--- config.mk ---
export PLATFORM = sky130hd
export DESIGN_NAME = comms_tx_arbiter
export DESIGN_NICKNAME = d
export VERILOG_FILES = /design/src/rtl/comms_tx_arbiter.sv
export SDC_FILE = /design/constraint.sdc
export NUM_CORES = 1
export LEC_CHECK = 0
export CAP_MARGIN = 20
export CORE_AREA = 5 5 497 499
export DETAILED_ROUTE_END_ITERATION = 10
export DIE_AREA = 0 0 502 504
export PLACE_DENSITY = 0.3
export SKIP_CTS_REPAIR_TIMING = 1
export SLEW_MARGIN = 15
export SYNTH_ARGS = -nofsm -noshare
export SYNTH_HDL_FRONTEND = slang
export SYNTH_SLANG_ARGS = --single-unit
--- constraint.sdc ---
create_clock -name clk -period 4.5 [get_ports clk]
set_input_delay 0.45 -clock clk [delete_from_list [all_inputs] [get_ports clk]]
set_output_delay 0.45 -clock clk [all_outputs]
set_load 0.02 [all_outputs]
--- src/rtl/comms_tx_arbiter.sv ---
// Round-robin scheduler that shares one serial link transmitter between NREQ requesters.
// Outputs are registered from the current state. rst is asynchronous and active-low.
module comms_tx_arbiter #(
  parameter int NREQ         = 4,
  parameter int WIDTH        = 256,
  parameter int START_CYCLES = 2,
  parameter int TIMEOUT      = 4095
) (
  input  logic                  clk,
  input  logic                  rst,
  input  logic [NREQ-1:0]       reqValid,
  input  logic [NREQ*WIDTH-1:0] reqData,
  output logic [NREQ-1:0]       reqAck,
  output logic                  reqErr,
  output logic [NREQ-1:0]       grant,
  output logic                  busy,
  input  logic                  linkReady,
  input  logic                  linkDone,
  output logic [WIDTH-1:0]      sendBuffer,
  output logic                  readyForSend,
  output logic                  startTransfer
);

  localparam int IW = $clog2(NREQ);
  localparam int TW = $clog2(TIMEOUT + 1);
  localparam int SW = $clog2(START_CYCLES + 1);

  typedef enum logic [2:0] {IDLE, LOAD, START, WAIT, DONE} state_t;

  state_t        state, stateNext;
  logic [IW-1:0] ptr, winner, pick, cand;
  logic [SW-1:0] startCnt;
  logic [TW-1:0] timer;
  logic          err;
  logic [NREQ-1:0] ownerVec;

  assign ownerVec = {{(NREQ-1){1'b0}}, 1'b1} << winner;

  // Scan downward so the last hit is the closest set bit at or above ptr.
  always_comb begin
    pick = ptr;
    cand = '0;
    for (int i = NREQ - 1; i >= 0; i--) begin
      cand = IW'((int'(ptr) + i) % NREQ);
      if (reqValid[cand]) pick = cand;
    end
  end

  always_ff @(posedge clk or negedge rst) begin
    if (!rst) state <= IDLE;
    else      state <= stateNext;
  end

  always_comb begin
    stateNext = state;
    case (state)
      IDLE:    if (|reqValid && linkReady) stateNext = LOAD;
      LOAD:    stateNext = START;
      START:   if (startCnt == SW'(START_CYCLES - 1)) stateNext = WAIT;
      WAIT:    if (linkDone || timer == TW'(TIMEOUT)) stateNext = DONE;
      DONE:    stateNext = IDLE;
      default: stateNext = IDLE;
    endcase
  end

  // err is rewritten every WAIT cycle; only its value on the exit edge matters,
  // which gives linkDone priority over a simultaneous timeout.
  always_ff @(posedge clk or negedge rst) begin
    if (!rst) begin
      ptr           <= '0;
      winner        <= '0;
      startCnt      <= '0;
      timer         <= '0;
      err           <= 1'b0;
      grant         <= '0;
      sendBuffer    <= '0;
      readyForSend  <= 1'b0;
      startTransfer <= 1'b0;
      reqAck        <= '0;
      reqErr        <= 1'b0;
      busy          <= 1'b0;
    end else begin
      if (state == IDLE) winner <= pick;
      if (state == LOAD) begin
        startCnt   <= '0;
        timer      <= '0;
        sendBuffer <= reqData[int'(winner)*WIDTH +: WIDTH];
      end
      if (state == START) startCnt <= startCnt + SW'(1);
      if (state == WAIT) begin
        err <= ~linkDone;
        if (timer != TW'(TIMEOUT)) timer <= timer + TW'(1);
      end
      if (state == DONE) ptr <= (winner == IW'(NREQ - 1)) ? '0 : winner + IW'(1);

      grant         <= (state == IDLE) ? '0 : ownerVec;
      readyForSend  <= (state == LOAD) || (state == START) || (state == WAIT);
      startTransfer <= (state == START);
      reqAck        <= (state == DONE) ? ownerVec : '0;
      reqErr        <= (state == DONE) ? err : 1'b0;
      busy          <= (state != IDLE);
    end
  end

endmodule
# After elaboration in Yosys (flattened, before gate mapping)
# Index checks and enable logic that the tools add are counted.
# totals
ff_bits	290
latchBits	0
ram_bits	0
mem_bits_ro	0
input_bits	1032
out_inout_bits	268
word_cells	71
memories	0
# op_classes
addsub	6
mul	0
n_div	0
order_cmp	4
n_eq_ne	11
shift	2
muxes	25
n_bitwise	1
reduce_logical	9
# ops
operator	count
1024-bit by 11-bit indexed part select with 256-bit output	1
12-bit two-way mux	3
2-bit two-way mux	7
12-bit by 1-bit adder with 12-bit output (second input constant)	1
12-bit == test (second input constant)	1
2-bit by 3-bit < comparator with 1-bit output (second input constant)	4
12-bit != test (second input constant)	1
3-bit one-hot mux with 4 select lines	1
3-bit two-way mux	3
1-bit binary-select mux with 2-bit select	4
4-bit two-way mux	2
2-bit by 1-bit adder with 2-bit output (second input constant)	3
3-bit by 2-bit == test with 1-bit output (second input constant)	2
2-bit != test (second input constant)	3
1-bit two-way mux	5
2-bit adder (second input constant)	2
4-bit OR reduction	1
1-bit by 2-bit << shifter with 4-bit output (first input constant)	1
3-bit by 1-bit == test with 1-bit output (second input constant)	1
3-bit == test (second input constant)	1
3-bit zero test	1
1-bit logical OR	3
3-bit AND reduction	1
3-bit nonzero test	1
other kinds (5)	5

# Logic depth before layout (Yosys ltp)
# depth
depth_word	7
mapped_depth	8
mapped_depth_nobuf	6

# Least setup slack after synthesis
# No wires, ideal clock.
# synth_timing
path_kind	register -> register
from	register winner[0]
to	register sendBuffer[0]
setup_time_ns	0.117
arrival_time_ns	1.423
t_required_ns	4.383
path_slack_ns	2.960
path_stages_with_launch	7
path_buffers	3
synth_period_minus_slack_ns	1.540
cell_sequence	dfrtp_1 buf_6 buf_6 buf_6 mux4_2 nand2_1 nand2_1
# synth_between
elab_chain_len	1
# synth_rtl
element	line	text
start, declared	31	logic [IW-1:0] ptr, winner, pick, cand;
start signal, assigned	83	if (state == IDLE) winner <= pick;
1024-bit by 11-bit indexed part select with 256-bit output	87	sendBuffer <= reqData[int'(winner)*WIDTH +: WIDTH];
end signal, assigned	87	
end, declared	19	output logic [WIDTH-1:0] sendBuffer,
# No other way between the ends.
# A chain may end at the register's enable or synchronous reset.

# Final worst setup path
# layout_timing
from	register sendBuffer[224]
to	output sendBuffer[224]
# No word-level cell between the ends.

==> impl_metrics.toml <==
[grt]
grt_first_pass_wirelength_um = 232000
grt_pass1_vias = 20200
grt_usage_pct = 14.1
overflow = 0
antenna_found_initial = 195
grt_start_max_net_pins = 133

[placed_design]
io_buffers = 1299
dp_hpwl_um = 161000
dp_slack_ns = 2.07
place_inst = 5958
gp_congestion = 0.827
dpl_cell_area_um2 = 34100

[synth]
synth_compound_area_share_pct = 1.32
synthTopCellsByArea = "dfrtp_1 42%, mux4_2 33%, nand2_1 17%, buf_6 1.8%, buf_4 1.2%"
synth.top_cell.area_share_pct = 41.5
synth.most_common_cell = "nand2_1"
yosys_warnings = 0
synthArstFlopShare_pct = 100
post_synth_fa_ha_maj_area_fraction_pct = 0.430
syn-cell-area_um2 = 17500
synth-edff-count = 0
synth_top_family_by_area = "multiplexers"
synth-xor-area-share_pct = 0.100
avgSynthCellArea_um2 = 11.2
syn_nets = 2595
yosys-top-cells-count = "781 x nand2_1, 290 x dfrtp_1, 256 x mux4_2, 33 x buf_2, 29 x buf_4"
syn_inst = 1557
yosysSeqAreaShare_pct = 41.5
yosys.area_share.simple_pct = 18.6
yosys.area.top_type = "dfrtp_1"
synthMuxAreaShare_pct = 33.1
ys_seq_elements = 290
ys_types = 45
ys.flop_type = "dfrtp_1"

[clocking]
clockBufferDepth = 3
cts_sinks = 290
cts-htree-levels = 2
clk_transition_reported_paths_ns = 0.06
insertion_delay_ns = 0.68
cts_root_buffer = "clkbuf_16"
cts_made_buffers = 49
cts_tree = "built"

[detailed_routing]
drt-total-wl_um = 186000
num_vias = 19000
avgRoutedWirePerCell_um = 30.6
drt-initial-drc-count = 1126
drcViolationCount = 0
firstDrtPassIters = 5
ant_nets = 0
drt-vias-per-instance = 3.13

[finish]
fin_area_um2 = 35800
drive_gt1_share_pct = 12.9
seq_area_um2 = 7260
n_fill_cell = 27200
finalNonFillerCells = 6064
final_core_utilization_pct = 14.8
area_growth_pct = 105
multi_input_area_um2 = 9370
finalNetCount = 3846

[setup_path]
max_stage_delay_ns = 1.01
crit_family = "buffers and inverters"
reg2reg_slack_ns = 2.12
regToRegEndpoint = "sendBuffer[127]"
reg2reg_depth = 5
cp_max_fo = 2
timing.rr.start = "state[2]"
cp_slowest_cell = "clkdlybuf4s50_1"
worstSetupEndpointType = "output port"
worstPathRequired_ns = 4.05
path_buf_inv = 1
arrival_ns = 2.08
crit_chain = "clkdlybuf4s50_1"
cp-start-kind = "flop"
critPathKind = "flop to output port"

[timing]
finalMaxSlewViolations = 0
period_needed_ns = 2.53
layout_setup_ws_ns = 1.97
tightest_slew_ns = 1.21
maxSlewHeadroom_pct = 19.6
skew_ns = 0.0556
setup_tns_ns = 0
timing.fmax_mhz = 396
hold_viol_final = 0
setup_viol_count_final = 0
holdWs_ns = 0.374
rsz0062_at_grt = "no"
fin_crit_sh_pct = 56.1

[die]
initial_core_util_pct = 7.22
coreArea_um2 = 242000
die_w_um = 502
die_h_um = 504
die-area_um2 = 253000
row_count = 181
io_pins = 1300

[worst_hold_path]
hold_class = "input pin to asynchronous set/reset pin"

[outcome]
outcome = "finished clean"

[flow_run]
maxCapViolCount = 0

[power]
p_leak_nw = 13.7
peakVddDrop_mv = 0.285
total_power_mw = 21.3
p_per_area_nw_per_um2 = 594
==> area by class of cell <==
class	instances	area share, %
Multi-Input combinational cell	1133	26.1
Timing Repair Buffer	1321	37.4
Tap cell	3202	11.2
Inverter	13	0.136
Sequential cell	290	20.3
Antenna cell	15	0.105
Clock inverter	20	0.908
Clock buffer	70	3.92
==> logic make-up after synthesis <==
logic type,after synthesis
and+or+nand+nor,832
DFF,290
muxes,258
buffers and inverters,134
AOI/OAI and AO/OA,35
adders and majority gates,6
xor gates and xnor gates,2
==> report_power, final <==
group / switching [mW] / internal [mW]
logic: 6.91 / 5.31
registers: 1.03 / 3.86
clock network: 1.66 / 2.53
==> cell usage in the layout (no fill, tap or decap), types with 3 or more instances in the layout <==
master,n
a21oi_1,5
and2_1,5
and3_1,6
buf_12,17
buf_4,4
bufinv_16,6
clkbuf_1,11
clkbuf_16,49
clkbuf_8,10
clkdlybuf4s50_1,1298
clkinv_2,8
dfrtp_1,288
diode_2,15
ha_1,6
inv_1,13
mux4_2,256
nand2_1,781
nand3_1,7
nor2_1,11
nor2b_1,3
nor3_1,4
o211ai_1,3
o21ai_0,10
o31ai_1,4
==> worst max path at each step <==
stage / endpoint / cells after the start / slack (ns) / startpoint
CTS: sendBuffer[224] / 1 / 1.73 / sendBuffer[224]
global placement: sendBuffer[70] / 4 / 2.08 / winner[0]
finish: sendBuffer[224] / 1 / 1.97 / sendBuffer[224]
global route: sendBuffer[224] / 1 / 1.81 / sendBuffer[224]
detailed placement: sendBuffer[70] / 4 / 2.07 / winner[0]
floorplan: sendBuffer[0] / 6 / 2.96 / winner[0]
==> sequential cells by signal (all words and copies together) (netlist names) <==
| register | flops |
|---|---|
| reqErr | 1 |
| readyForSend | 1 |
| ptr | 2 |
| err | 1 |
| reqAck | 4 |
| busy | 1 |
| grant | 4 |
| timer | 12 |
| startCnt | 2 |
| state | 3 |
| startTransfer | 1 |
| sendBuffer | 256 |
| winner | 2 |
==> per-layer routing <==
layer	GRT usage, %	routed length (um)	up-vias
li1	-	-	8004
met1	16.3	72000	9318
met2	22.9	83900	1155
met3	8.42	26000	315
met4	1.84	2730	160
met5	0	1070	-
No activity file was read; power rests on OpenSTA's default activity.
